==> config.mk <==
export PLATFORM = sky130hd
export DESIGN_NAME = fetch_controller_flat
export DESIGN_NICKNAME = d
export VERILOG_FILES = /design/src/rtl/fetch_if.sv /design/src/rtl/fetch_controller.sv /design/src/flat_wrapper.sv
export SDC_FILE = /design/constraint.sdc
export NUM_CORES = 1
export LEC_CHECK = 0
export ABC_AREA = 1
export BUFFER_PORTS_ARGS = -buffer_cell sky130_fd_sc_hd__buf_4
export CORE_ASPECT_RATIO = 1.75
export CORE_MARGIN = 4
export CORE_UTILIZATION = 52
export DETAILED_ROUTE_END_ITERATION = 8
export HOLD_SLACK_MARGIN = 0.03
export PLACE_DENSITY = 0.8
export RECOVER_POWER = 50
export SETUP_SLACK_MARGIN = 0.3
export SLEW_MARGIN = 10
export SYNTH_ARGS = -nofsm -noshare
export SYNTH_HDL_FRONTEND = slang
export SYNTH_SLANG_ARGS = --single-unit
==> constraint.sdc <==
create_clock -name clk -period 2.8 [get_ports clk]
set_input_delay 0.28 -clock clk [delete_from_list [all_inputs] [get_ports clk]]
set_output_delay 0.28 -clock clk [all_outputs]
set_load 0.1 [all_outputs]
==> src/rtl/fetch_if.sv <==
// ----------------------------------------------------------------------------
// fetch_if
// Bundles the signals between the fetch controller, its program memory, the
// decoder and the sequencing logic that starts and redirects execution.
//
//   start          pulse that begins or restarts execution
//   stall          decoder not ready
//   branch_valid   redirect request (held by the requester)
//   branch_target  redirect address
//   mem_addr       program memory address
//   mem_data       program memory read data, one cycle after mem_addr
//   instr          registered instruction to the decoder
//   instr_pc       address of instr
//   instr_valid    instr/instr_pc valid
//   halted         controller is parked after a halt instruction
//
// master: the fetch controller. slave: memory, decoder and sequencer side.
// ----------------------------------------------------------------------------
interface fetch_if #(
    parameter int RAM_WIDTH     = 16,
    parameter int RAM_ADDR_BITS = 11
);
    logic                     start;
    logic                     stall;
    logic                     branch_valid;
    logic [RAM_ADDR_BITS-1:0] branch_target;
    logic [RAM_ADDR_BITS-1:0] mem_addr;
    logic [RAM_WIDTH-1:0]     mem_data;
    logic [RAM_WIDTH-1:0]     instr;
    logic [RAM_ADDR_BITS-1:0] instr_pc;
    logic                     instr_valid;
    logic                     halted;

    modport master (
        input  start, stall, branch_valid, branch_target, mem_data,
        output mem_addr, instr, instr_pc, instr_valid, halted
    );

    modport slave (
        output start, stall, branch_valid, branch_target, mem_data,
        input  mem_addr, instr, instr_pc, instr_valid, halted
    );
endinterface

==> src/rtl/fetch_controller.sv <==
// ----------------------------------------------------------------------------
// fetch_controller
// Instruction-fetch sequencer: owns the program counter, addresses a
// synchronous-read program memory (data one cycle after address) and
// delivers a registered instruction stream, handling decoder stalls,
// branches, halt and restart.
//
// Ports:
//   clk    system clock, rising edge
//   rst_n  asynchronous active-low reset
//   bus    fetch_if.master (start/stall/branch in, memory address out,
//          memory data in, instruction stream and halted out)
//
// State | meaning
// ------+---------------------------------------------------------------
// IDLE  | after reset, nothing fetched
// FILL  | first word requested, nothing captured yet
// RUN   | streaming one instruction per cycle
// HALT  | halt instruction consumed, waiting for start
// ----------------------------------------------------------------------------
module fetch_controller #(
    parameter int                     RAM_WIDTH     = 16,
    parameter int                     RAM_ADDR_BITS = 11,
    parameter int                     OPCODE_BITS   = 5,
    parameter logic [OPCODE_BITS-1:0] HALT_OPCODE   = '0,
    parameter int                     RESET_PC      = 0
) (
    input  logic     clk,
    input  logic     rst_n,
    fetch_if.master  bus
);

    localparam logic [RAM_ADDR_BITS-1:0] LP_RESET_PC = RAM_ADDR_BITS'(RESET_PC);
    localparam logic [RAM_ADDR_BITS-1:0] LP_ONE      = RAM_ADDR_BITS'(1);

    typedef enum logic [1:0] {
        S_IDLE = 2'd0,
        S_FILL = 2'd1,
        S_RUN  = 2'd2,
        S_HALT = 2'd3
    } state_t;

    state_t                   r_state;
    logic [RAM_ADDR_BITS-1:0] r_fetch_pc;
    logic [RAM_ADDR_BITS-1:0] r_data_addr;
    logic                     r_pend;
    logic [RAM_WIDTH-1:0]     r_instr;
    logic [RAM_ADDR_BITS-1:0] r_instr_pc;
    logic                     r_instr_valid;
    logic                     r_halted;

    state_t                   w_state_nxt;
    logic [RAM_ADDR_BITS-1:0] w_fetch_pc_nxt;
    logic                     w_pend_nxt;
    logic [RAM_WIDTH-1:0]     w_instr_nxt;
    logic [RAM_ADDR_BITS-1:0] w_instr_pc_nxt;
    logic                     w_instr_valid_nxt;
    logic                     w_halted_nxt;
    logic [RAM_ADDR_BITS-1:0] w_mem_addr;
    logic                     w_start_ok;
    logic                     w_branch_ok;
    logic                     w_is_halt;

    always_comb begin
        w_start_ok  = bus.start && ((r_state == S_IDLE) || (r_state == S_HALT));
        w_branch_ok = bus.branch_valid && !bus.stall &&
                      ((r_state == S_FILL) || (r_state == S_RUN));
        w_is_halt   = r_instr_valid &&
                      (r_instr[RAM_WIDTH-1 -: OPCODE_BITS] == HALT_OPCODE);

        // Re-presenting the captured address during a stall keeps mem_data
        // stable for however long the decoder holds off.
        if (bus.stall && r_pend) begin
            w_mem_addr = r_data_addr;
        end else if (w_branch_ok) begin
            w_mem_addr = bus.branch_target;
        end else if (w_start_ok) begin
            w_mem_addr = LP_RESET_PC;
        end else begin
            w_mem_addr = r_fetch_pc;
        end

        w_state_nxt       = r_state;
        w_fetch_pc_nxt    = r_fetch_pc;
        w_pend_nxt        = r_pend;
        w_instr_nxt       = r_instr;
        w_instr_pc_nxt    = r_instr_pc;
        w_instr_valid_nxt = r_instr_valid;
        w_halted_nxt      = r_halted;

        case (r_state)
            S_IDLE, S_HALT: begin
                if (w_start_ok) begin
                    w_state_nxt    = S_FILL;
                    w_fetch_pc_nxt = LP_RESET_PC + LP_ONE;
                    w_pend_nxt     = 1'b1;
                    w_halted_nxt   = 1'b0;
                end
            end
            S_FILL: begin
                // A stall here just re-reads the same word; a branch restarts
                // the fill from the new target.
                if (!bus.stall) begin
                    if (w_branch_ok) begin
                        w_fetch_pc_nxt = bus.branch_target + LP_ONE;
                    end else begin
                        w_state_nxt       = S_RUN;
                        w_instr_nxt       = bus.mem_data;
                        w_instr_pc_nxt    = r_data_addr;
                        w_instr_valid_nxt = 1'b1;
                        w_fetch_pc_nxt    = r_fetch_pc + LP_ONE;
                    end
                end
            end
            S_RUN: begin
                if (!bus.stall) begin
                    if (w_branch_ok) begin
                        // The word in flight belongs to the old path.
                        w_fetch_pc_nxt    = bus.branch_target + LP_ONE;
                        w_instr_valid_nxt = 1'b0;
                        w_pend_nxt        = 1'b1;
                    end else if (w_is_halt) begin
                        w_state_nxt       = S_HALT;
                        w_instr_valid_nxt = 1'b0;
                        w_halted_nxt      = 1'b1;
                        w_pend_nxt        = 1'b0;
                    end else begin
                        w_instr_nxt       = bus.mem_data;
                        w_instr_pc_nxt    = r_data_addr;
                        w_instr_valid_nxt = r_pend;
                        w_fetch_pc_nxt    = r_fetch_pc + LP_ONE;
                        w_pend_nxt        = 1'b1;
                    end
                end
            end
            default: begin
                w_state_nxt = S_IDLE;
            end
        endcase
    end

    always_ff @(posedge clk or negedge rst_n) begin
        if (!rst_n) begin
            r_state       <= S_IDLE;
            r_fetch_pc    <= LP_RESET_PC;
            r_data_addr   <= '0;
            r_pend        <= 1'b0;
            r_instr       <= '0;
            r_instr_pc    <= '0;
            r_instr_valid <= 1'b0;
            r_halted      <= 1'b0;
        end else begin
            r_state       <= w_state_nxt;
            r_fetch_pc    <= w_fetch_pc_nxt;
            r_data_addr   <= w_mem_addr;
            r_pend        <= w_pend_nxt;
            r_instr       <= w_instr_nxt;
            r_instr_pc    <= w_instr_pc_nxt;
            r_instr_valid <= w_instr_valid_nxt;
            r_halted      <= w_halted_nxt;
        end
    end

    assign bus.mem_addr    = w_mem_addr;
    assign bus.instr       = r_instr;
    assign bus.instr_pc    = r_instr_pc;
    assign bus.instr_valid = r_instr_valid;
    assign bus.halted      = r_halted;

endmodule

==> src/flat_wrapper.sv <==
// flat-port wrapper written by rule: the top's interface ports become plain ports
module fetch_controller_flat 
#(
    parameter int                     RAM_WIDTH     = 16,
    parameter int                     RAM_ADDR_BITS = 11,
    parameter int                     OPCODE_BITS   = 5,
    parameter logic [OPCODE_BITS-1:0] HALT_OPCODE   = '0,
    parameter int                     RESET_PC      = 0
)
  (clk, rst_n, bus_start, bus_stall, bus_branch_valid, bus_branch_target, bus_mem_data, bus_mem_addr, bus_instr, bus_instr_pc, bus_instr_valid, bus_halted);
  fetch_if #(.RAM_WIDTH(RAM_WIDTH), .RAM_ADDR_BITS(RAM_ADDR_BITS)) bus_i ();
  input  logic clk;
  input  logic rst_n;
  input wire logic [$bits(bus_i.start)-1:0] bus_start;
  input wire logic [$bits(bus_i.stall)-1:0] bus_stall;
  input wire logic [$bits(bus_i.branch_valid)-1:0] bus_branch_valid;
  input wire logic [$bits(bus_i.branch_target)-1:0] bus_branch_target;
  input wire logic [$bits(bus_i.mem_data)-1:0] bus_mem_data;
  output wire logic [$bits(bus_i.mem_addr)-1:0] bus_mem_addr;
  output wire logic [$bits(bus_i.instr)-1:0] bus_instr;
  output wire logic [$bits(bus_i.instr_pc)-1:0] bus_instr_pc;
  output wire logic [$bits(bus_i.instr_valid)-1:0] bus_instr_valid;
  output wire logic [$bits(bus_i.halted)-1:0] bus_halted;
  assign bus_i.start = bus_start;
  assign bus_i.stall = bus_stall;
  assign bus_i.branch_valid = bus_branch_valid;
  assign bus_i.branch_target = bus_branch_target;
  assign bus_i.mem_data = bus_mem_data;
  assign bus_mem_addr = bus_i.mem_addr;
  assign bus_instr = bus_i.instr;
  assign bus_instr_pc = bus_i.instr_pc;
  assign bus_instr_valid = bus_i.instr_valid;
  assign bus_halted = bus_i.halted;
  fetch_controller #(.RAM_WIDTH(RAM_WIDTH), .RAM_ADDR_BITS(RAM_ADDR_BITS), .OPCODE_BITS(OPCODE_BITS), .HALT_OPCODE(HALT_OPCODE), .RESET_PC(RESET_PC)) u_core (.clk(clk), .rst_n(rst_n), .bus(bus_i));
endmodule
==> reports/summary.json, run 1 <==
{
  "synthFlopType": "dfrtp_1",
  "synth_area_leaders": "dfrtp_1 (52%), nand2_1 (10%), mux2_2 (7.0%), inv_1 (5.0%), o21ai_0 (4.3%)",
  "hpwl_after_detailed_placement_mm": 4.516,
  "min_period_ns": 2.351,
  "drt_drc_violations_left": 0,
  "main_combinational_cell_family_by_area_after_synthesis": "simple AND/OR/NAND/NOR gates",
  "cp-start-kind": "register",
  "antenna_violations_before_repair": 0,
  "first_global_vias": 2256,
  "synthDominantCellAreaShare_pct": 52.48,
  "synth_commonest_cells": "nand2_1 (72), dfrtp_1 (54), inv_1 (34), o21ai_0 (22), nor2_1 (18)",
  "finalSetupViolCount": 0,
  "worstPathArrival_ns": 2.07,
  "synth_seq_area_share_pct": 52.48,
  "synth_seq_cells": 54,
  "portBuffers": 71,
  "worst-path-max-fanout": 10,
  "grt_max_degree": 55,
  "initial_core_util_pct": 54.23,
  "fmax_mhz": 425.4,
  "grt_setup_unrepaired": "no",
  "holdBufCountCts": 0,
  "layout-area-overhead-vs-synth_pct": 28.96,
  "placedCellCount": 406,
  "slew_violations": 0,
  "synth_edf_count": 0,
  "post-route-period-util_pct": 83.96,
  "num_rows": 33,
  "layout.cell_area.non_filler_sq_um": 3321,
  "clock_insertion_delay_worst_skew_ns": 0.30,
  "regToRegSetupSlack_ns": 0.59,
  "globalRouteTotalUtil_pct": 20.74,
  "synth_adder_area_share_pct": 1.944,
  "design.die.area_sq_um": 6186,
  "cts_root_buffer": "clkbuf_8",
  "worst_ep_required_time_ns": 2.52,
  "postSynthAreaPerCell_sq_um": 8.941,
  "yosys.cell_types.count": 26,
  "final_cells": 416,
  "vias_per_cell": 5.406,
  "fp.coreArea_sq_um": 4748,
  "clock_sink_count": 54,
  "synth.yosys.warnings": 0,
  "cts.clk_slew.worst_paths_ns": 0.09,
  "drt-pass1-iter-count": 4,
  "gpl_congestion": 0.8450,
  "tns_ns": 0,
  "synth_area_sq_um": 2575,
  "final_hold_viol_count": 0,
  "fin_worst_skew_ns": 0.007207,
  "top_cell_type_by_total_area_after_synthesis": "dfrtp_1",
  "routed-via-count": 2249,
  "finish.net_count": 399,
  "setup.worst_path.end_class": "output pin",
  "cts_htree_levels": 2,
  "postSynth.asyncResetShare_pct": 100.0,
  "max_cap_viol_count": 0,
  "post_synth_inst_count": 288,
  "gr-total-overflow": 0,
  "antenna_cells": 0,
  "floorplan.die.width_um": 61.20,
  "avgRoutedWirePerCell_um": 14.95,
  "cts_inserted_buffers": 5,
  "cts_buffer_depth": 2,
  "floorplan.io_pins": 72,
  "drtIter0Drc": 93,
  "tritoncts": "built",
  "worst_slew_margin_rel_pct": 11.02,
  "grt_first_pass_wirelength_mm": 9.777,
  "post_synth_xor_area_fraction_pct": 0,
  "floorplan.die.height_um": 101.1,
  "max_slew.worst_pin.slew_ns": 1.335,
  "hold_path_class": "input pin to register",
  "postSynthNetCount": 324,
  "critical_path_class": "register to output pin",
  "synth-compound-area-share_pct": 10.74,
  "drive_gt1_share_pct": 28.57,
  "postRouteWirelength_mm": 6.219,
  "synth-simple-area-share_pct": 21.04,
  "synth.area.mux_share_pct": 6.997,
  "status": "complete, no violations",
  "antenna_nets_post_route": 0,
  "placed_standard_cell_area_sq_um": 3204,
  "synth.most_common_cell": "nand2_1"
}
==> per-stage QoR <==
step | setup slack [ns] | hold WS [ns] | utilization (%)
final | 0.4491 | 0.2049 | 69.93
after detailed placement | 0.2723 | 0.3671 | 67.48
after floorplan | 0.2831 | -0.01559 | -
after global routing | 0.3057 | 0.1978 | 69.93
after global placement | 0.3653 | 0.3646 | 67.48
after CTS | 0.3088 | 0.03669 | 70.75
==> layer usage <==
layer,routed length [um],vias to the layer above,part of all wire [%],global-route usage (%)
li1,-,1090,-,-
met1,2303,1061,37,23.51
met2,3385,80,54,36.13
met3,365,18,5.9,3.718
met4,164,0,2.6,9.516
met5,0,-,0,0
==> final timing paths <==
kind,start,to,cells past startpoint
min in group asynchronous,rst_n,u_core.bus.instr_valid$_DFFE_PN0P_,1
max reg2reg,u_core.r_state[0]$_DFFE_PN0P_,u_core.r_fetch_pc[1]$_DFFE_PN0P_,8
max,u_core.r_state[0]$_DFFE_PN0P_,bus_mem_addr[6],9
min,bus_mem_data[9],u_core.bus.instr[9]$_DFFE_PN0P_,2
min reg2reg,u_core.r_fetch_pc[3]$_DFFE_PN0P_,u_core.r_fetch_pc[3]$_DFFE_PN0P_,2
max in group asynchronous,rst_n,u_core.bus.instr[15]$_DFFE_PN0P_,1
==> flip-flops by register name, indices dropped and copies added (netlist names) <==
signal	cells
u_core.bus.instr	16
u_core.r_data_addr	11
u_core.bus.instr_pc	11
u_core.r_state	2
u_core.r_pend	1
u_core.r_fetch_pc	11
u_core.bus.halted	1
u_core.bus.instr_valid	1
==> cell families (layout without fill, tap and decap cells) <==
kind of cell / after synthesis / after routing
multiplexers: 16 / 16
buffers and inverters: 43 / 118
AND/OR/NAND/NOR: 121 / 122
AO/OA/AOI/OAI: 50 / 50
adder cells (fa/ha/maj): 4 / 4
flip-flops: 54 / 54
==> worst max-delay path: stages, from the launching register on <==
cell and delay, ns:
dfrtp_1 0.40, inv_1 0.09, ha_4 0.33, inv_4 0.08
nand3_2 0.15, nand2_1 0.10, nand2_2 0.12, inv_1 0.06
o22ai_2 0.11, buf_4 0.32
==> final cells by class <==
| type | instances | area (sq um) |
|---|---|---|
| clock inverter | 2 | 37.54 |
| multi-input combinational | 192 | 1139 |
| tap | 52 | 65.06 |
| fill | 378 | 1428 |
| sequential | 54 | 1351 |
| inverter | 36 | 137.6 |
| timing repair buffer | 74 | 518.0 |
| clock buffer | 6 | 72.57 |
==> layout by cell type (no fill, tap or decap), types with 4 or more instances in the layout <==
cell type	netlist	routed
a21oi_1	6	6
o21ai_1	7	8
o22ai_2	0	9
clkbuf_8	0	5
o21ai_0	22	20
nand3_1	17	17
buf_6	1	4
mux2_2	16	16
clkbuf_1	1	21
nand2_1	72	71
buf_4	0	47
inv_1	34	34
nor2_1	18	18
dfrtp_1	54	54
nand2_2	7	8
==> timing repair <==
action,CTS,global route
pin swaps,1,1
endpoints found under the setup margin,14,14
buffers inserted,0,1
cloned,0,1
hold endpoints to repair,0,0
resized for setup,12,4
Power of run 1 is left out: the tool's default activity adds up to more than one toggle a clock period on the data nets, which glitch-free logic cannot reach.
==> run 2: changes to the inputs <==
--- a/config.mk
+++ b/config.mk
@@ -9,10 +9,10 @@
 export BUFFER_PORTS_ARGS = -buffer_cell sky130_fd_sc_hd__buf_4
 export CORE_ASPECT_RATIO = 1.75
 export CORE_MARGIN = 4
-export CORE_UTILIZATION = 52
+export CORE_UTILIZATION = 47
 export DETAILED_ROUTE_END_ITERATION = 8
 export HOLD_SLACK_MARGIN = 0.03
-export PLACE_DENSITY = 0.8
+export PLACE_DENSITY = 0.76
 export RECOVER_POWER = 50
 export SETUP_SLACK_MARGIN = 0.3
 export SLEW_MARGIN = 10
==> constraint.sdc (replaced) <==
create_clock -name clk -period 2.15 [get_ports clk]
set_input_delay 0.215 -clock clk [delete_from_list [all_inputs] [get_ports clk]]
set_output_delay 0.215 -clock clk [all_outputs]
set_load 0.1 [all_outputs]
==> run 2 against run 1 <==
Against the previous run:
- the flow now finishes with violations (negative setup slack)
- highest routed layer unchanged
- sequential cell count stayed put
- clock skew up 0.0035 ns
- critical endpoint is now bus_mem_addr[8]
- wire length up 52%
- register-to-register slack got worse by 0.59 ns
==> reports/summary.json, run 2 (same netlist as run 1, synthesis figures left out) <==
{
  "status": "finished with violations",
  "failed_checks": "negative setup slack",
  "drt-pass1-iter-count": {"value": 4, "change": "unchanged"},
  "worst_min_delay_path_startpoint": "bus_mem_data[12]",
  "grt_max_degree": {"value": 55, "change": "unchanged"},
  "initial_core_util": {"value": 48.60, "unit": "%", "change": "-5.6 points"},
  "holdPathStages": {"value": 2, "change": "unchanged"},
  "layout.cell_area.non_filler": {"value": 4253, "unit": "sq um", "change": "+28%"},
  "worst-path-max-fanout": {"value": 8, "change": "-2"},
  "ff2ff_path_depth": {"value": 14, "change": "+6"},
  "gr-total-overflow": {"value": 0, "change": "unchanged"},
  "r2r_start": "u_core.r_state[1]$_DFFE_PN0P_",
  "layout-area-overhead-vs-synth_pct": 65.16,
  "crit_family": "buffers and inverters",
  "fp.coreArea": {"value": 5299, "unit": "sq um", "change": "+12%"},
  "critical_path.reg2reg.endpoint": "u_core.r_fetch_pc[8]$_DFFE_PN0P_",
  "setup.worst_path.end_class": "output pin",
  "postRouteWirelength": {"value": 9.431, "unit": "mm", "change": "+52%"},
  "fmax_mhz": 458.5,
  "placed_standard_cell_area": {"value": 3376, "unit": "sq um", "change": "+5.3%"},
  "vias_per_cell": {"value": 5.622, "change": "+4.0%"},
  "hpwl_after_detailed_placement": {"value": 4.858, "unit": "mm", "change": "+7.6%"},
  "cpMaxStageDelayCell": "dfrtp_1",
  "worst_slack": {"value": -0.03084, "unit": "ns", "change": "-0.4799 ns"},
  "worst_ep_required_time": {"value": 1.93, "unit": "ns", "change": "-0.59 ns"},
  "cts_htree_levels": {"value": 2, "change": "unchanged"},
  "clock_insertion_delay_worst_skew": {"value": 0.32, "unit": "ns", "change": "+0.02 ns"},
  "cts_inserted_buffers": {"value": 5, "change": "unchanged"},
  "regToRegSetupSlack": {"value": 0, "unit": "ns", "change": "-0.59 ns"},
  "worstPathArrival": {"value": 1.97, "unit": "ns", "change": "-0.10 ns"},
  "timing.critical_path.cells": "ha_4, inv_8, nand3_4, buf_4, o21ai_4, o22ai_4, buf_12",
  "design.die.area": {"value": 6773, "unit": "sq um", "change": "+9.5%"},
  "cts_buffer_depth": {"value": 2, "change": "unchanged"},
  "cts_root_buffer": "clkbuf_8",
  "drtIter0Drc": {"value": 207, "change": "+120%"},
  "slew_violations": {"value": 0, "change": "unchanged"},
  "tritoncts": "built",
  "hold_path_class": "input pin to register",
  "num_rows": {"value": 35, "change": "+6.1%"},
  "final_hold_viol_count": {"value": 0, "change": "unchanged"},
  "antenna_cells": {"value": 0, "change": "unchanged"},
  "post-route-period-util_pct": 101.4,
  "flip_flop_count_of_the_largest_register_all_copies_and_words_added": {"value": 16, "change": "unchanged"},
  "avgRoutedWirePerCell": {"value": 19.49, "unit": "um", "change": "+30%"},
  "routed-via-count": {"value": 2721, "change": "+21%"},
  "finish.net_count": {"value": 445, "change": "+12%"},
  "clock_sink_count": {"value": 54, "change": "unchanged"},
  "drive_gt1_share": {"value": 50.98, "unit": "%", "change": "+22 points"},
  "critical_path_class": "register to output pin",
  "most-common-layout-cells": "buf_4 (74), nand2_1 (52), dfrtp_1 (51)",
  "finalSetupViolCount": {"value": 4, "change": "+4"},
  "worst_slew_margin_rel": {"value": 8.951, "unit": "%", "change": "-2.1 points"},
  "drt_drc_violations_left": {"value": 0, "change": "unchanged"},
  "antenna_nets_post_route": {"value": 0, "change": "unchanged"},
  "floorplan.die.height": {"value": 105.9, "unit": "um", "change": "+4.8%"},
  "min_period_ns": 2.181,
  "max_stage_delay": {"value": 0.43, "unit": "ns", "change": "+0.03 ns"},
  "cp-start-kind": "register",
  "floorplan.die.width": {"value": 63.95, "unit": "um", "change": "+4.5%"},
  "antenna_violations_before_repair": {"value": 0, "change": "unchanged"},
  "layout_commonest_cell": "buf_4",
  "cts.clk_slew.worst_paths": {"value": 0.10, "unit": "ns", "change": "about the same"},
  "first_global_vias": {"value": 2655, "change": "+18%"},
  "max_cap_viol_count": {"value": 0, "change": "unchanged"},
  "cp_num_buf_inv": {"value": 3, "change": "-1"},
  "gpl_congestion": {"value": 0.8610, "change": "+1.9%"},
  "portBuffers": {"value": 71, "change": "unchanged"},
  "worst_hold_path.endpoint": "u_core.bus.instr[12]$_DFFE_PN0P_",
  "floorplan.io_pins": {"value": 72, "change": "unchanged"},
  "max_slew.worst_pin.slew": {"value": 1.366, "unit": "ns", "change": "+0.03101 ns"},
  "fin_worst_skew": {"value": 0.01069, "unit": "ns", "change": "+0.003486 ns"},
  "grt_setup_unrepaired": "yes",
  "grt_first_pass_wirelength": {"value": 12.50, "unit": "mm", "change": "+28%"},
  "globalRouteTotalUtil": {"value": 23.72, "unit": "%", "change": "+3.0 points"}
}
## run 2: worst reg2reg max path: cells and delay by family (launching register included)
| kind | cells | cell delay [ns] |
|---|---|---|
| simple gates | 9 | 0.88 |
| flops | 1 | 0.43 |
| compound gates | 1 | 0.07 |
| buf+inv | 2 | 0.17 |
| fa+ha+maj | 2 | 0.51 |
## run 2: metrics by stage
step                setup slack (ns)  utilization [%]  setup TNS (ns)  hold slack, ns  cells
floorplan                     0.1567                -               0        -0.08059    288
global placement              0.1015            63.71               0          0.2980    429
detailed placement          0.003856            63.71               0          0.2981    429
CTS                          0.02901            73.58               0          0.1203    457
global route                 -0.1131            80.26         -0.6240          0.1168    484
finish                      -0.03084            80.26        -0.06529          0.1200    484
## run 2: timing repair
action | 4_1_cts | 5_1_grt
pin swaps | 11 | 28
endpoints found under the setup margin | 38 | 49
hold buffers | 1 | 0
gates resized for setup | 55 | 57
endpoints found under the hold margin | 54 | 0
cloned | 5 | 0
buffers inserted | 14 | 27
## run 2: how the worst max path moves through the flow
stage / startpoint / end / cells past startpoint
after global routing: u_core.r_state[1]$_DFFE_PN0P_ / u_core.r_fetch_pc[8]$_DFFE_PN0P_ / 14
after CTS: u_core.r_state[0]$_DFFE_PN0P_ / bus_mem_addr[0] / 9
after floorplan: u_core.r_state[0]$_DFFE_PN0P_ / bus_mem_addr[7] / 9
after detailed placement: u_core.r_state[1]$_DFFE_PN0P_ / u_core.r_fetch_pc[10]$_DFFE_PN0P_ / 12
final: u_core.r_state[1]$_DFFE_PN0P_ / bus_mem_addr[8] / 7
after global placement: u_core.r_state[0]$_DFFE_PN0P_ / u_core.r_fetch_pc[10]$_DFFE_PN0P_ / 13
## run 2: layout make-up
cell class	instances	area, sq um
Tap cell	74	92.59
Timing Repair Buffer	119	1110
Sequential cell	54	1355
Clock inverter	2	13.76
Clock buffer	6	72.57
Multi-Input combinational cell	193	1461
Fill cell	313	1046
Inverter	36	147.6
## run 2: routing by layer
metal  global-route usage (%)  wire length (um)  vias up
li1                         -                 -     1193
met1                    26.06              3135     1344
met2                    42.19              5305      140
met3                    3.805               490       44
met4                    13.45               499        0
met5                        0                 0        -
Power of run 2 is left out for the same reason.
==> run 3: changes to the inputs <==
--- a/config.mk
+++ b/config.mk
@@ -6,6 +6,7 @@
 export NUM_CORES = 1
 export LEC_CHECK = 0
 export ABC_AREA = 1
+export ABC_CLOCK_PERIOD_IN_PS = 2150
 export BUFFER_PORTS_ARGS = -buffer_cell sky130_fd_sc_hd__buf_4
 export CORE_ASPECT_RATIO = 1.75
 export CORE_MARGIN = 4
@@ -13,7 +14,6 @@
 export DETAILED_ROUTE_END_ITERATION = 8
 export HOLD_SLACK_MARGIN = 0.03
 export PLACE_DENSITY = 0.76
-export RECOVER_POWER = 50
 export SETUP_SLACK_MARGIN = 0.3
 export SLEW_MARGIN = 10
 export SYNTH_ARGS = -nofsm -noshare
==> run 3 against run 2 <==
Against the previous run:
- the flow still finishes with violations (negative setup slack)
- global-route usage did not move
- fmax barely moved
- critical path depth did not move
- utilization rose by 1.1 points
- count of clock-buffer cells in the layout did not move
- hold slack got worse by 0.0011 ns
- cell count did not move
==> reports/summary.json, run 3 (same netlist as run 1, synthesis figures left out) <==
{
  "final_cells": {"value": 484, "change": "unchanged"},
  "placedCellCount": {"value": 429, "change": "unchanged"},
  "dp_slack": {"value": 0.003856, "unit": "ns", "change": "unchanged"},
  "hpwl_after_detailed_placement": {"value": 4.858, "unit": "mm", "change": "unchanged"},
  "worst_ep_required_time": {"value": 1.93, "unit": "ns", "change": "about the same"},
  "max_cap_viol_count": {"value": 0, "change": "unchanged"},
  "failed_checks": "negative setup slack",
  "grt_first_pass_wirelength": {"value": 12.50, "unit": "mm", "change": "unchanged"},
  "antenna_cells": {"value": 0, "change": "unchanged"},
  "floorplan.io_pins": {"value": 72, "change": "unchanged"},
  "final_hold_viol_count": {"value": 0, "change": "unchanged"},
  "floorplan.die.width": {"value": 63.95, "unit": "um", "change": "unchanged"},
  "layout-area-overhead-vs-synth_pct": 67.44,
  "fp.coreArea": {"value": 5299, "unit": "sq um", "change": "unchanged"},
  "regToRegSetupSlack": {"value": -0.01, "unit": "ns", "change": "about the same"},
  "postRouteWirelength": {"value": 9.443, "unit": "mm", "change": "+0.13%"},
  "initial_core_util": {"value": 48.60, "unit": "%", "change": "unchanged"},
  "multiInputGateArea": {"value": 1461, "unit": "sq um", "change": "unchanged"},
  "flip_flop_count_of_the_largest_register_all_copies_and_words_added": {"value": 16, "change": "unchanged"},
  "gpl_congestion": {"value": 0.8610, "change": "unchanged"},
  "worst_slack": {"value": -0.02899, "unit": "ns", "change": "+0.001849 ns"},
  "fin_util": {"value": 81.37, "unit": "%", "change": "+1.1 points"},
  "finalSetupViolCount": {"value": 4, "change": "unchanged"},
  "worst_setup_path_startpoint": "u_core.r_state[1]$_DFFE_PN0P_",
  "fmax": {"value": 458.9, "unit": "MHz", "change": "about the same"},
  "clock_sink_count": {"value": 54, "change": "unchanged"},
  "slew_violations": {"value": 0, "change": "unchanged"},
  "layout_commonest_cell": "buf_4",
  "critical_path.reg2reg.endpoint": "u_core.r_fetch_pc[8]$_DFFE_PN0P_",
  "fill_cells": {"value": 292, "change": "-6.7%"},
  "floorplan.die.height": {"value": 105.9, "unit": "um", "change": "unchanged"},
  "first_global_vias": {"value": 2655, "change": "unchanged"},
  "drt-pass1-iter-count": {"value": 4, "change": "unchanged"},
  "gr-total-overflow": {"value": 0, "change": "unchanged"},
  "avgRoutedWirePerCell": {"value": 19.51, "unit": "um", "change": "+0.13%"},
  "tritoncts": "built",
  "num_rows": {"value": 35, "change": "unchanged"},
  "fin_worst_skew": {"value": 0.01092, "unit": "ns", "change": "+0.0002284 ns"},
  "antenna_violations_before_repair": {"value": 0, "change": "unchanged"},
  "design.die.area": {"value": 6773, "unit": "sq um", "change": "unchanged"},
  "drive_gt1_share": {"value": 54.63, "unit": "%", "change": "+3.7 points"},
  "cts.clk_slew.worst_paths": {"value": 0.11, "unit": "ns", "change": "about the same"},
  "cts_inserted_buffers": {"value": 5, "change": "unchanged"},
  "setup.worst_path.end_class": "output pin",
  "hold_path_class": "input pin to register",
  "register_area": {"value": 1355, "unit": "sq um", "change": "unchanged"},
  "cp-start-kind": "register",
  "endpoint": "bus_mem_addr[8]",
  "finish.net_count": {"value": 445, "change": "unchanged"},
  "worstPathArrival": {"value": 1.96, "unit": "ns", "change": "about the same"},
  "worst_slew_margin_rel": {"value": 53.36, "unit": "%", "change": "+44 points"},
  "max_slew.worst_pin.slew": {"value": 0.6996, "unit": "ns", "change": "-0.6661 ns"},
  "holdPathStages": {"value": 2, "change": "unchanged"},
  "min_period": {"value": 2.179, "unit": "ns", "change": "-0.001849 ns"},
  "r2r_start": "u_core.r_state[1]$_DFFE_PN0P_",
  "drtIter0Drc": {"value": 225, "change": "+8.7%"},
  "cts_buffer_depth": {"value": 2, "change": "unchanged"},
  "drt_drc_violations_left": {"value": 0, "change": "unchanged"},
  "cts_root_buffer": "clkbuf_8",
  "worst-path-max-fanout": {"value": 8, "change": "unchanged"},
  "critical_path_class": "register to output pin",
  "cts_htree_levels": {"value": 2, "change": "unchanged"},
  "vias_per_cell": {"value": 5.630, "change": "+0.15%"},
  "routed-via-count": {"value": 2725, "change": "+0.15%"},
  "ff2ff_path_depth": {"value": 14, "change": "unchanged"},
  "clock_insertion_delay_worst_skew": {"value": 0.32, "unit": "ns", "change": "about the same"},
  "post-route-period-util": {"value": 101.3, "unit": "%", "change": "about the same"},
  "grt_setup_unrepaired": "yes",
  "status": "finished with violations",
  "antenna_nets_post_route": {"value": 0, "change": "unchanged"},
  "most-common-layout-cells": "buf_4 (90), nand2_1 (52), dfrtp_1 (51)",
  "grt_max_degree": {"value": 55, "change": "unchanged"},
  "portBuffers": {"value": 71, "change": "unchanged"},
  "globalRouteTotalUtil": {"value": 23.72, "unit": "%", "change": "unchanged"}
}
-- run 3: final cells by class --
type,instances,area share (%)
repair buffers,119,27.10
well taps,74,2.147
clock buffers,6,1.683
clock inverters,2,0.3192
multi-input cells,193,33.89
inverters,36,3.424
flip-flops and latches,54,31.43
-- run 3: how the worst min path moves through the flow --
stage,from,endpoint,slack [ns]
after floorplan,rst_n,u_core.bus.halted$_DFFE_PN0P_,-0.08
after global placement,rst_n,u_core.bus.instr[8]$_DFFE_PN0P_,0.30
after detailed placement,rst_n,u_core.bus.instr[9]$_DFFE_PN0P_,0.30
after CTS,bus_mem_data[12],u_core.bus.instr[12]$_DFFE_PN0P_,0.12
after global routing,bus_mem_data[12],u_core.bus.instr[12]$_DFFE_PN0P_,0.12
final,bus_mem_data[12],u_core.bus.instr[12]$_DFFE_PN0P_,0.12
-- run 3: critical path, cell delays in order (launching register included) --
cell	delay, ns
dfrtp_1	0.43
ha_4	0.29
inv_8	0.09
nand3_4	0.14
buf_4	0.20
o21ai_4	0.20
o22ai_4	0.12
buf_12	0.18
-- run 3: what timing repair did --
action                                  CTS  global route
resized for setup                        55            57
buffers inserted                         14            27
pin swaps                                11            28
endpoints found under the hold margin    54             0
cloned                                    5             0
hold buffers                              1             0
endpoints found under the setup margin   38            49
-- run 3: stage by stage --
step	setup TNS, ns	cell area [sq um]	hold slack [ns]
2_1_floorplan	0	2756	-0.08059
3_3_place_gp	0	3376	0.2980
3_5_place_dp	0	3376	0.2981
4_1_cts	0	3899	0.1203
5_1_grt	-0.6240	4312	0.1168
6_report	-0.06333	4312	0.1189
-- run 3: metal layers --
| layer | up-vias | routed length, um | global-route usage [%] |
|---|---|---|---|
| met5 | - | 0 | 0 |
| met4 | 0 | 490 | 13.45 |
| met2 | 153 | 5301 | 42.19 |
| met3 | 43 | 569 | 3.805 |
| met1 | 1337 | 3081 | 26.06 |
| li1 | 1192 | - | - |
Power of run 3 is left out for the same reason.
